### src/rtl/dffrs_ctrl_pkg.sv
// Shared encodings for the DFFRS bank controller: op codes, FSM states, common constants.
package dffrs_ctrl_pkg;

    localparam int OP_W = 2;
    localparam int PULSE_CYC_MIN = 1;

    typedef enum logic [1:0] {
        OP_LOAD = 2'b00,
        OP_SET  = 2'b01,
        OP_CLR  = 2'b10,
        OP_RSVD = 2'b11
    } op_e;

    typedef enum logic [1:0] {
        ST_IDLE    = 2'b00,
        ST_DRIVE   = 2'b01,
        ST_RECOVER = 2'b10,
        ST_DONE    = 2'b11
    } state_e;

    function automatic logic op_is_strobe(input op_e op);
        return (op == OP_SET) || (op == OP_CLR);
    endfunction

endpackage

### src/rtl/dffrs_bank_ctrl_rr_arb2.sv
// Two-way round-robin arbiter; the tie-break pointer moves only when a grant is acknowledged.
module rr_arb2 (
    input  logic       clk,
    input  logic       rst_n,
    input  logic [1:0] req,
    input  logic [1:0] gnt_ack,
    output logic [1:0] grant
);

    logic prio_r;

    // tie-break pointer: 0 lets req[0] win a tie, 1 lets req[1] win
    always_ff @(posedge clk or negedge rst_n) begin
        if (!rst_n) begin
            prio_r <= 1'b0;
        end else if (gnt_ack[0]) begin
            prio_r <= 1'b1;
        end else if (gnt_ack[1]) begin
            prio_r <= 1'b0;
        end else begin
            prio_r <= prio_r;
        end
    end

    // grant decode from current requests and pointer
    always_comb begin
        grant = 2'b00;
        case (req)
            2'b01:   grant = 2'b01;
            2'b10:   grant = 2'b10;
            2'b11:   grant = prio_r ? 2'b10 : 2'b01;
            default: grant = 2'b00;
        endcase
    end

endmodule

### src/rtl/dffrs_bank_ctrl.sv
// Sequences two requesters' LOAD / SET / CLR operations onto a DFFRS register bank.
// All bank and handshake outputs come straight from flops so S and R can never glitch together.
module dffrs_bank_ctrl
    import dffrs_ctrl_pkg::*;
#(
    parameter int NREG      = 8,
    parameter int WIDTH     = 8,
    parameter int AW        = $clog2(NREG),
    parameter int PULSE_CYC = 2
) (
    input  logic              CLK,
    input  logic              RSTn,
    input  logic              req0,
    input  logic              req1,
    input  logic [1:0]        op0,
    input  logic [1:0]        op1,
    input  logic [AW-1:0]     addr0,
    input  logic [AW-1:0]     addr1,
    input  logic [WIDTH-1:0]  data0,
    input  logic [WIDTH-1:0]  data1,
    output logic              gnt0,
    output logic              gnt1,
    output logic              err,
    output logic [NREG-1:0]   bank_sel,
    output logic [WIDTH-1:0]  bank_d,
    output logic              bank_ld,
    output logic [WIDTH-1:0]  bank_s,
    output logic [WIDTH-1:0]  bank_r
);

    localparam int CNT_W = (PULSE_CYC > 1) ? $clog2(PULSE_CYC) : 1;
    localparam int AWP   = AW + 1;
    localparam logic [AW:0]     NREG_L  = AWP'(NREG);
    localparam logic [NREG-1:0] SEL_ONE = {{(NREG-1){1'b0}}, 1'b1};

    state_e             state_r, state_nxt_s;
    logic [CNT_W-1:0]   cnt_r, cnt_nxt_s;
    op_e                op_r, op_nxt_s;
    logic [WIDTH-1:0]   data_r, data_nxt_s;
    logic               who_r, who_nxt_s;

    logic               gnt0_r, gnt1_r, err_r, ld_r;
    logic [NREG-1:0]    sel_r;
    logic [WIDTH-1:0]   d_r, s_r, r_r;
    logic               gnt0_nxt_s, gnt1_nxt_s, err_nxt_s, ld_nxt_s;
    logic [NREG-1:0]    sel_nxt_s;
    logic [WIDTH-1:0]   d_nxt_s, s_nxt_s, r_nxt_s;

    logic [1:0]         grant_s;
    op_e                win_op_s;
    logic [AW-1:0]      win_addr_s;
    logic [WIDTH-1:0]   win_data_s;
    logic               win_bad_s;

    rr_arb2 u_arb (
        .clk     (CLK),
        .rst_n   (RSTn),
        .req     ({req1, req0}),
        .gnt_ack ({gnt1_r, gnt0_r}),
        .grant   (grant_s)
    );

    // winner's request fields and error classification
    always_comb begin
        win_op_s   = op_e'(grant_s[1] ? op1 : op0);
        win_addr_s = grant_s[1] ? addr1 : addr0;
        win_data_s = grant_s[1] ? data1 : data0;
        win_bad_s  = (win_op_s == OP_RSVD) || ({1'b0, win_addr_s} >= NREG_L);
    end

    // next state and next value of every registered output
    always_comb begin
        state_nxt_s = state_r;
        cnt_nxt_s   = cnt_r;
        op_nxt_s    = op_r;
        data_nxt_s  = data_r;
        who_nxt_s   = who_r;
        gnt0_nxt_s  = 1'b0;
        gnt1_nxt_s  = 1'b0;
        err_nxt_s   = 1'b0;
        ld_nxt_s    = 1'b0;
        sel_nxt_s   = '0;
        d_nxt_s     = '0;
        s_nxt_s     = '0;
        r_nxt_s     = '0;
        case (state_r)
            ST_IDLE: begin
                if (grant_s != 2'b00) begin
                    who_nxt_s  = grant_s[1];
                    op_nxt_s   = win_op_s;
                    data_nxt_s = win_data_s;
                    if (win_bad_s) begin
                        state_nxt_s = ST_DONE;
                        err_nxt_s   = 1'b1;
                        gnt0_nxt_s  = ~grant_s[1];
                        gnt1_nxt_s  = grant_s[1];
                    end else begin
                        state_nxt_s = ST_DRIVE;
                        cnt_nxt_s   = CNT_W'(PULSE_CYC - 1);
                        sel_nxt_s   = SEL_ONE << win_addr_s;
                        case (win_op_s)
                            OP_LOAD: begin
                                d_nxt_s  = win_data_s;
                                ld_nxt_s = 1'b1;
                            end
                            OP_SET:  s_nxt_s = win_data_s;
                            OP_CLR:  r_nxt_s = win_data_s;
                            default: ld_nxt_s = 1'b0;
                        endcase
                    end
                end else begin
                    state_nxt_s = ST_IDLE;
                end
            end
            ST_DRIVE: begin
                sel_nxt_s = sel_r;
                if (!op_is_strobe(op_r) || (cnt_r == '0)) begin
                    state_nxt_s = ST_RECOVER;
                end else begin
                    cnt_nxt_s = cnt_r - CNT_W'(1);
                    s_nxt_s   = (op_r == OP_SET) ? data_r : '0;
                    r_nxt_s   = (op_r == OP_CLR) ? data_r : '0;
                end
            end
            ST_RECOVER: begin
                state_nxt_s = ST_DONE;
                gnt0_nxt_s  = ~who_r;
                gnt1_nxt_s  = who_r;
            end
            ST_DONE: begin
                state_nxt_s = ST_IDLE;
            end
            default: begin
                state_nxt_s = ST_IDLE;
            end
        endcase
    end

    // FSM, counter, latched request and output registers
    always_ff @(posedge CLK or negedge RSTn) begin
        if (!RSTn) begin
            state_r <= ST_IDLE;
            cnt_r   <= '0;
            op_r    <= OP_LOAD;
            data_r  <= '0;
            who_r   <= 1'b0;
            gnt0_r  <= 1'b0;
            gnt1_r  <= 1'b0;
            err_r   <= 1'b0;
            ld_r    <= 1'b0;
            sel_r   <= '0;
            d_r     <= '0;
            s_r     <= '0;
            r_r     <= '0;
        end else begin
            state_r <= state_nxt_s;
            cnt_r   <= cnt_nxt_s;
            op_r    <= op_nxt_s;
            data_r  <= data_nxt_s;
            who_r   <= who_nxt_s;
            gnt0_r  <= gnt0_nxt_s;
            gnt1_r  <= gnt1_nxt_s;
            err_r   <= err_nxt_s;
            ld_r    <= ld_nxt_s;
            sel_r   <= sel_nxt_s;
            d_r     <= d_nxt_s;
            s_r     <= s_nxt_s;
            r_r     <= r_nxt_s;
        end
    end

    assign gnt0     = gnt0_r;
    assign gnt1     = gnt1_r;
    assign err      = err_r;
    assign bank_sel = sel_r;
    assign bank_d   = d_r;
    assign bank_ld  = ld_r;
    assign bank_s   = s_r;
    assign bank_r   = r_r;

endmodule
### config.mk
export PLATFORM = sky130hd
export DESIGN_NAME = dffrs_bank_ctrl
export DESIGN_NICKNAME = d
export VERILOG_FILES = /design/src/rtl/dffrs_ctrl_pkg.sv /design/src/rtl/dffrs_bank_ctrl_rr_arb2.sv /design/src/rtl/dffrs_bank_ctrl.sv
export SDC_FILE = /design/constraint.sdc
export NUM_CORES = 1
export LEC_CHECK = 0
export ABC_AREA = 1
export CORE_MARGIN = 1
export CORE_UTILIZATION = 42
export DETAILED_ROUTE_END_ITERATION = 6
export HOLD_SLACK_MARGIN = 0.12
export PLACE_DENSITY_LB_ADDON = 0.15
export SLEW_MARGIN = 15
export SYNTH_ARGS = -nofsm -noshare
export SYNTH_HDL_FRONTEND = slang
export SYNTH_SLANG_ARGS = --single-unit
export TNS_END_PERCENT = 10
### constraint.sdc
create_clock -name CLK -period 1.5 [get_ports CLK]
set_input_delay 0.15 -clock CLK [delete_from_list [all_inputs] [get_ports CLK]]
set_output_delay 0.15 -clock CLK [all_outputs]
set_load 0.05 [all_outputs]
Yosys cells after proc, flatten, opt, wreduce, memory -nomap -nowiden
Index checks and enable logic that the tools add are counted.
Widths: inputs -> output; s select.
{"block": "op_classes", "add_sub_neg": 1, "n_eq_ne": 15, "shift": 1, "muxes": 47, "bitwise": 3, "reduce_logical": 10}
{"operator": "$mux 8", "n": 17}
{"operator": "$pmux 8 s2", "n": 3}
{"operator": "$mux 1", "n": 16}
{"operator": "$eq 2x2->1 const B", "n": 7}
{"operator": "$mux 2", "n": 5}
{"operator": "$eq 2x1->1 const B", "n": 4}
{"operator": "$ne 2x2->1 const B", "n": 4}
{"operator": "$pmux 2 s4", "n": 1}
{"operator": "$shl 1x3->8 const A", "n": 1}
{"operator": "$pmux 1 s2", "n": 3}
{"operator": "$pmux 2 s3", "n": 1}
{"operator": "$reduce_bool 2->1", "n": 3}
{"operator": "$logic_not 2->1", "n": 2}
{"operator": "$reduce_and 4->1", "n": 1}
{"operator": "$mux 3", "n": 1}
{"operator": "$not 1->1", "n": 3}
{"operator": "$logic_or 1x1->1", "n": 2}
{"operator": "$reduce_and 2->1", "n": 1}
{"operator": "$logic_not 1->1", "n": 1}
{"operator": "$sub 1x1->1 const B", "n": 1}
{"block": "totals", "regBits": 51, "input_bits": 30, "output_inout_bits": 36, "word_cells": 91}

Logic depth before layout (Yosys ltp)
{"block": "logic_depth", "depth_word": 8, "mapped_depth": 10, "mapped_depth_nobuf": 9}

Modules after synthesis
Synthesis repeated with hierarchy kept, for this count alone.
{"block": "hier_totals", "cells_unflattened": 263, "hier_area_um2": 2297.2}
{"mod": "dffrs_bank_ctrl", "instances": 1, "cells_per_inst": 253, "area_each_um2": 2237.1, "seq_area_each_um2": 1251.2}
{"mod": "rr_arb2", "instances": 1, "cells_per_inst": 10, "area_each_um2": 60.1, "seq_area_each_um2": 25.0}

Worst setup path after synthesis
OpenSTA, ideal clock, no wires.
{"block": "synth_timing", "path_kind": "reg-to-reg", "start": "register state_r[0]", "end": "register d_r[0] (netlist: bank_d[0])", "setup_time_ps": 72, "arrival_time_ps": 1397, "t_required_ps": 1428, "setup_slack_ps": 31, "stages_incl_launch_ff": 9, "n_path_buf": 0, "path_cell_list": "dfrtp_1 -> inv_1 -> ha_1 -> inv_1 -> nor2_2 -> inv_2 -> nor3_4 -> inv_2 -> nor2_1"}
{"block": "synth_between", "elab_chain_cells": 2}
{"element": "start: declaration", "line_no": "dffrs_bank_ctrl.sv:36", "rtl": "state_e state_r, state_nxt_s;"}
{"element": "start signal: assignment", "line_no": "dffrs_bank_ctrl.sv:156", "rtl": "state_r <= state_nxt_s;"}
{"element": "$logic_not 2->1", "line_no": "dffrs_bank_ctrl.sv:86", "rtl": "case (state_r)"}
{"element": "$mux 8", "line_no": "dffrs_bank_ctrl.sv:86"}
{"element": "via d_nxt_s[0]", "line_no": "dffrs_bank_ctrl.sv:47", "rtl": "logic [WIDTH-1:0] d_nxt_s, s_nxt_s, r_nxt_s;"}
{"element": "end signal: assignment", "line_no": "dffrs_bank_ctrl.sv:166", "rtl": "d_r <= d_nxt_s;"}
{"element": "end: declaration", "line_no": "dffrs_bank_ctrl.sv:44", "rtl": "logic [WIDTH-1:0] d_r, s_r, r_r;"}
The timed path passes the listed nets, and every way through them passes these cells.
A chain may end at the register's enable or synchronous reset.

Worst setup path in the final report
{"block": "layout_timing", "start": "register state_r[0]", "end": "register s_r[0] (netlist: bank_s[0])"}
{"block": "layout_between", "elab_chain_cells": 2, "elab_cells_between_ends": 3}
{"element": "$eq 2x1->1 / $logic_not 2->1 (equally long branches)", "line_no": "dffrs_bank_ctrl.sv:86"}
{"element": "$pmux 8 s2 *", "line_no": "dffrs_bank_ctrl.sv:86"}
{"element": "via s_nxt_s[0]", "line_no": "dffrs_bank_ctrl.sv:47"}
{"element": "end signal: assignment", "line_no": "dffrs_bank_ctrl.sv:167", "rtl": "s_r <= s_nxt_s;"}
{"element": "end: declaration", "line_no": "dffrs_bank_ctrl.sv:44"}
Mark *: on every way through the listed nets, which the timed path passes. The rest lies on a longest branch.

==> results.cfg <==
[cts]
clock_path_buffers = 2
cts.sinks = 51
numCtsBuffers = 5
clock_latency_ns = 0.31
post_cts_buffers = 0
clk_pin_slew_ns = 0.10
htree_levels = 2
clock-root-buffer = clkbuf_8
tritoncts = done

[pwr]
ir_drop_v = 0.000644
power_frac_seq = 0.364
power_frac_comb = 0.474
leakage_nw = 1.63
power_density_mw_per_mm2 = 1620
p_clk_frac = 0.161
switching_power_mw = 2.21
internal_power_mw = 2.90
swShare = 0.433

[place]
gp_congestion = 0.871
port_buffers = 65
dp_hpwl_um = 3680

[final_layout]
diodes = 0
final_nets = 368
drive_above_1_share = 0.254
post-route-util = 0.613
syn2layout_area_growth_pct = 40.1

[logic_synthesis]
ys_ff_latch = 51
synth_area_mm2 = 0.00225
synth_cell_type_count = 22
synth_xor_area_frac = 0
syn_nets = 284
syn_inst = 249
synth_top_family_by_area = simple AND/OR/NAND/NOR gates
synth_seq_area_share = 0.568
synth-compound-area-share = 0.110
avgSynthCellArea_um2 = 9.02
synth_mux_area_frac = 0
synth_warnings = 0
synthSimpleGateAreaFrac = 0.227
synth_fa_ha_area_frac = 0.0278

[setup_path]
start_kind = flop
cp.arrival_ns = 1.68
r2r-end = bank_s[0]$_DFF_PN0_
critical_path.startpoint = state_r[0]$_DFFE_PN0P_
required_ns = 1.73
worstSetupEndpointType = flop
crit_fanout = 9
crit_end = bank_s[0]$_DFF_PN0_
reg2regPathDepth = 8
r2r-start = state_r[0]$_DFFE_PN0P_
path_class = reg2reg
timing.reg2reg.setup_slack_ns = 0.06

[sta]
hold_viol = 0
fin_crit_sh = 0.962
rsz0062_at_grt = true
maxSlewHeadroom = 0.775
setup_violations = 0
worstMarginPinSlew_ns = 0.334
fin_skew_ns = 0.00509
drv_slew = 0
fmax_mhz = 693
min_period_ns = 1.44
holdWs_ns = 0.339

[drt]
drt_iter0_markers = 102
ant_nets = 0
wire_per_inst_um = 12.1
dr_total_vias = 1909
remaining_drc_errors = 0
routed_wl_um = 4900
viasPerCell = 4.73
dr.pass1.iters = 6

[grt]
grt_start_max_net_pins = 52
grt_pass1_wl_um = 7870
grt_use_total = 0.191
grt.overflow.total = 0
antenna_found_initial = 0
grt_pass1_vias = 1780

[die]
chipWidth_um = 75.1
die_h_um = 75.1
rows = 26
ios = 66
start_util = 0.437
die_area_mm2 = 0.00565
design.core.area_mm2 = 0.00514

[status]
status = finished clean

[worst_hold_path]
hp-class = in2async

[job]
cap_violations = 0
==> worst min path at each step <==
| stage | startpoint | to | slack [ns] | cells after the start |
|---|---|---|---|---|
| final | RSTn | bank_d[6]$_DFF_PN0_ | 0.34 | 3 |
| after floorplan | RSTn | bank_d[0]$_DFF_PN0_ | -0.15 | 0 |
| after detailed placement | RSTn | bank_d[6]$_DFF_PN0_ | 0.16 | 2 |
| after CTS | RSTn | bank_s[6]$_DFF_PN0_ | 0.35 | 3 |
| after global routing | RSTn | bank_d[6]$_DFF_PN0_ | 0.37 | 3 |
| after global placement | RSTn | bank_d[6]$_DFF_PN0_ | 0.16 | 2 |
==> layout make-up <==
cell class              count  area, um2
well taps                  70       87.6
flip-flops and latches     51       1280
clock inverters             3       25.0
multi-input cells         160        871
fillers                   485       1990
inverters                  34        128
repair buffers             81        693
clock buffers               5       68.8
==> cell usage after synthesis <==
cell      instances  area, um2
o21bai_1          9       67.6
inv_1            29        109
nor2_1           22       82.6
nand4_1           8       50.1
nand2_2           5       31.3
nand2_1          57        214
dfrtp_1          51       1280
inv_2             5       18.8
nand3_1          12       60.1
nor2_4            2       22.5
buf_2             1       5.00
a21oi_1           2       10.0
nand2_4           1       11.3
ha_1              5       62.6
o22ai_1           2       12.5
o211ai_1          1       7.51
nor2_2            1       6.26
clkbuf_1          1       3.75
nor3_4            1       16.3
o21ai_0          30        150
buf_4             2       15.0
nand3b_1          2       15.0
==> what timing repair did <==
action                                  4_1_cts  5_1_grt
endpoints found under the hold margin        51        0
pin swaps                                     2        3
endpoints found under the setup margin       24       43
hold buffers                                  1        0
resized for setup                             4       17
==> worst max-delay path, stage by stage, from the launching register on <==
cell	delay, ns
dfrtp_1	0.39
inv_1	0.07
ha_1	0.17
inv_1	0.10
nor2_4	0.11
inv_2	0.11
nor2_1	0.23
nand2_1	0.09
o21ai_0	0.09
==> metal layers <==
metal	routed length, um	track usage	up-vias
met5	0	0	-
met1	2310	0.267	875
met2	2200	0.284	62
li1	-	-	965
met4	65	0.0700	0
met3	319	0.0535	7
==> cells in the final DEF, fill, tap and decap left out, drive strengths merged <==
| master | netlist | final |
|---|---|---|
| nor3 | 1 | 1 |
| clkinvlp | 0 | 1 |
| clkbuf | 1 | 5 |
| buf | 3 | 52 |
| o21ai | 30 | 30 |
| dlygate4sd3 | 0 | 1 |
| nand4 | 8 | 8 |
| a21oi | 2 | 2 |
| o21bai | 9 | 9 |
| ha | 5 | 5 |
| clkdlybuf4s50 | 0 | 27 |
| nor2 | 25 | 25 |
| o211ai | 1 | 1 |
| dlymetal6s2s | 0 | 1 |
| inv | 34 | 36 |
| nand2 | 63 | 63 |
| nand3 | 12 | 12 |
| nand3b | 2 | 2 |
| dfrtp | 51 | 51 |
| o22ai | 2 | 2 |
==> cell families (layout without fill, tap and decap cells) <==
kind of cell | Yosys count | in the layout
simple gates | 111 | 111
fa+ha+maj | 5 | 5
compound gates | 44 | 44
flops | 51 | 51
buf+inv | 38 | 123
==> metrics by stage <==
step	total power [mW]	setup TNS, ns	std cells	cell area [um2]	setup WS (ns)
2_1_floorplan	3.42	0	249	2250	0.0313
3_3_place_gp	4.16	-6.27	395	2990	-0.194
3_5_place_dp	4.21	-8.53	395	2990	-0.241
4_1_cts	5.07	0	404	3100	0.00510
5_1_grt	5.48	-0.765	404	3150	-0.0673
6_report	5.11	0	404	3150	0.0564
==> registers in the layout, summed over array words and instances (netlist names), 2 cells and up <==
register	count
state_r	2
bank_r	8
op_r	2
bank_sel	8
data_r	8
bank_d	8
bank_s	8
==> power by group through the flow <==
stage                     clock (mW)  sequential [mW]  combinational, mW
after CTS                      0.855             1.86               2.35
final                          0.825             1.86               2.42
after global placement             0             1.88               2.28
after detailed placement           0             1.89               2.32
after floorplan                    0             2.43              0.995
after global routing           0.895             1.91               2.67
No activity file was read; power rests on OpenSTA's default activity.
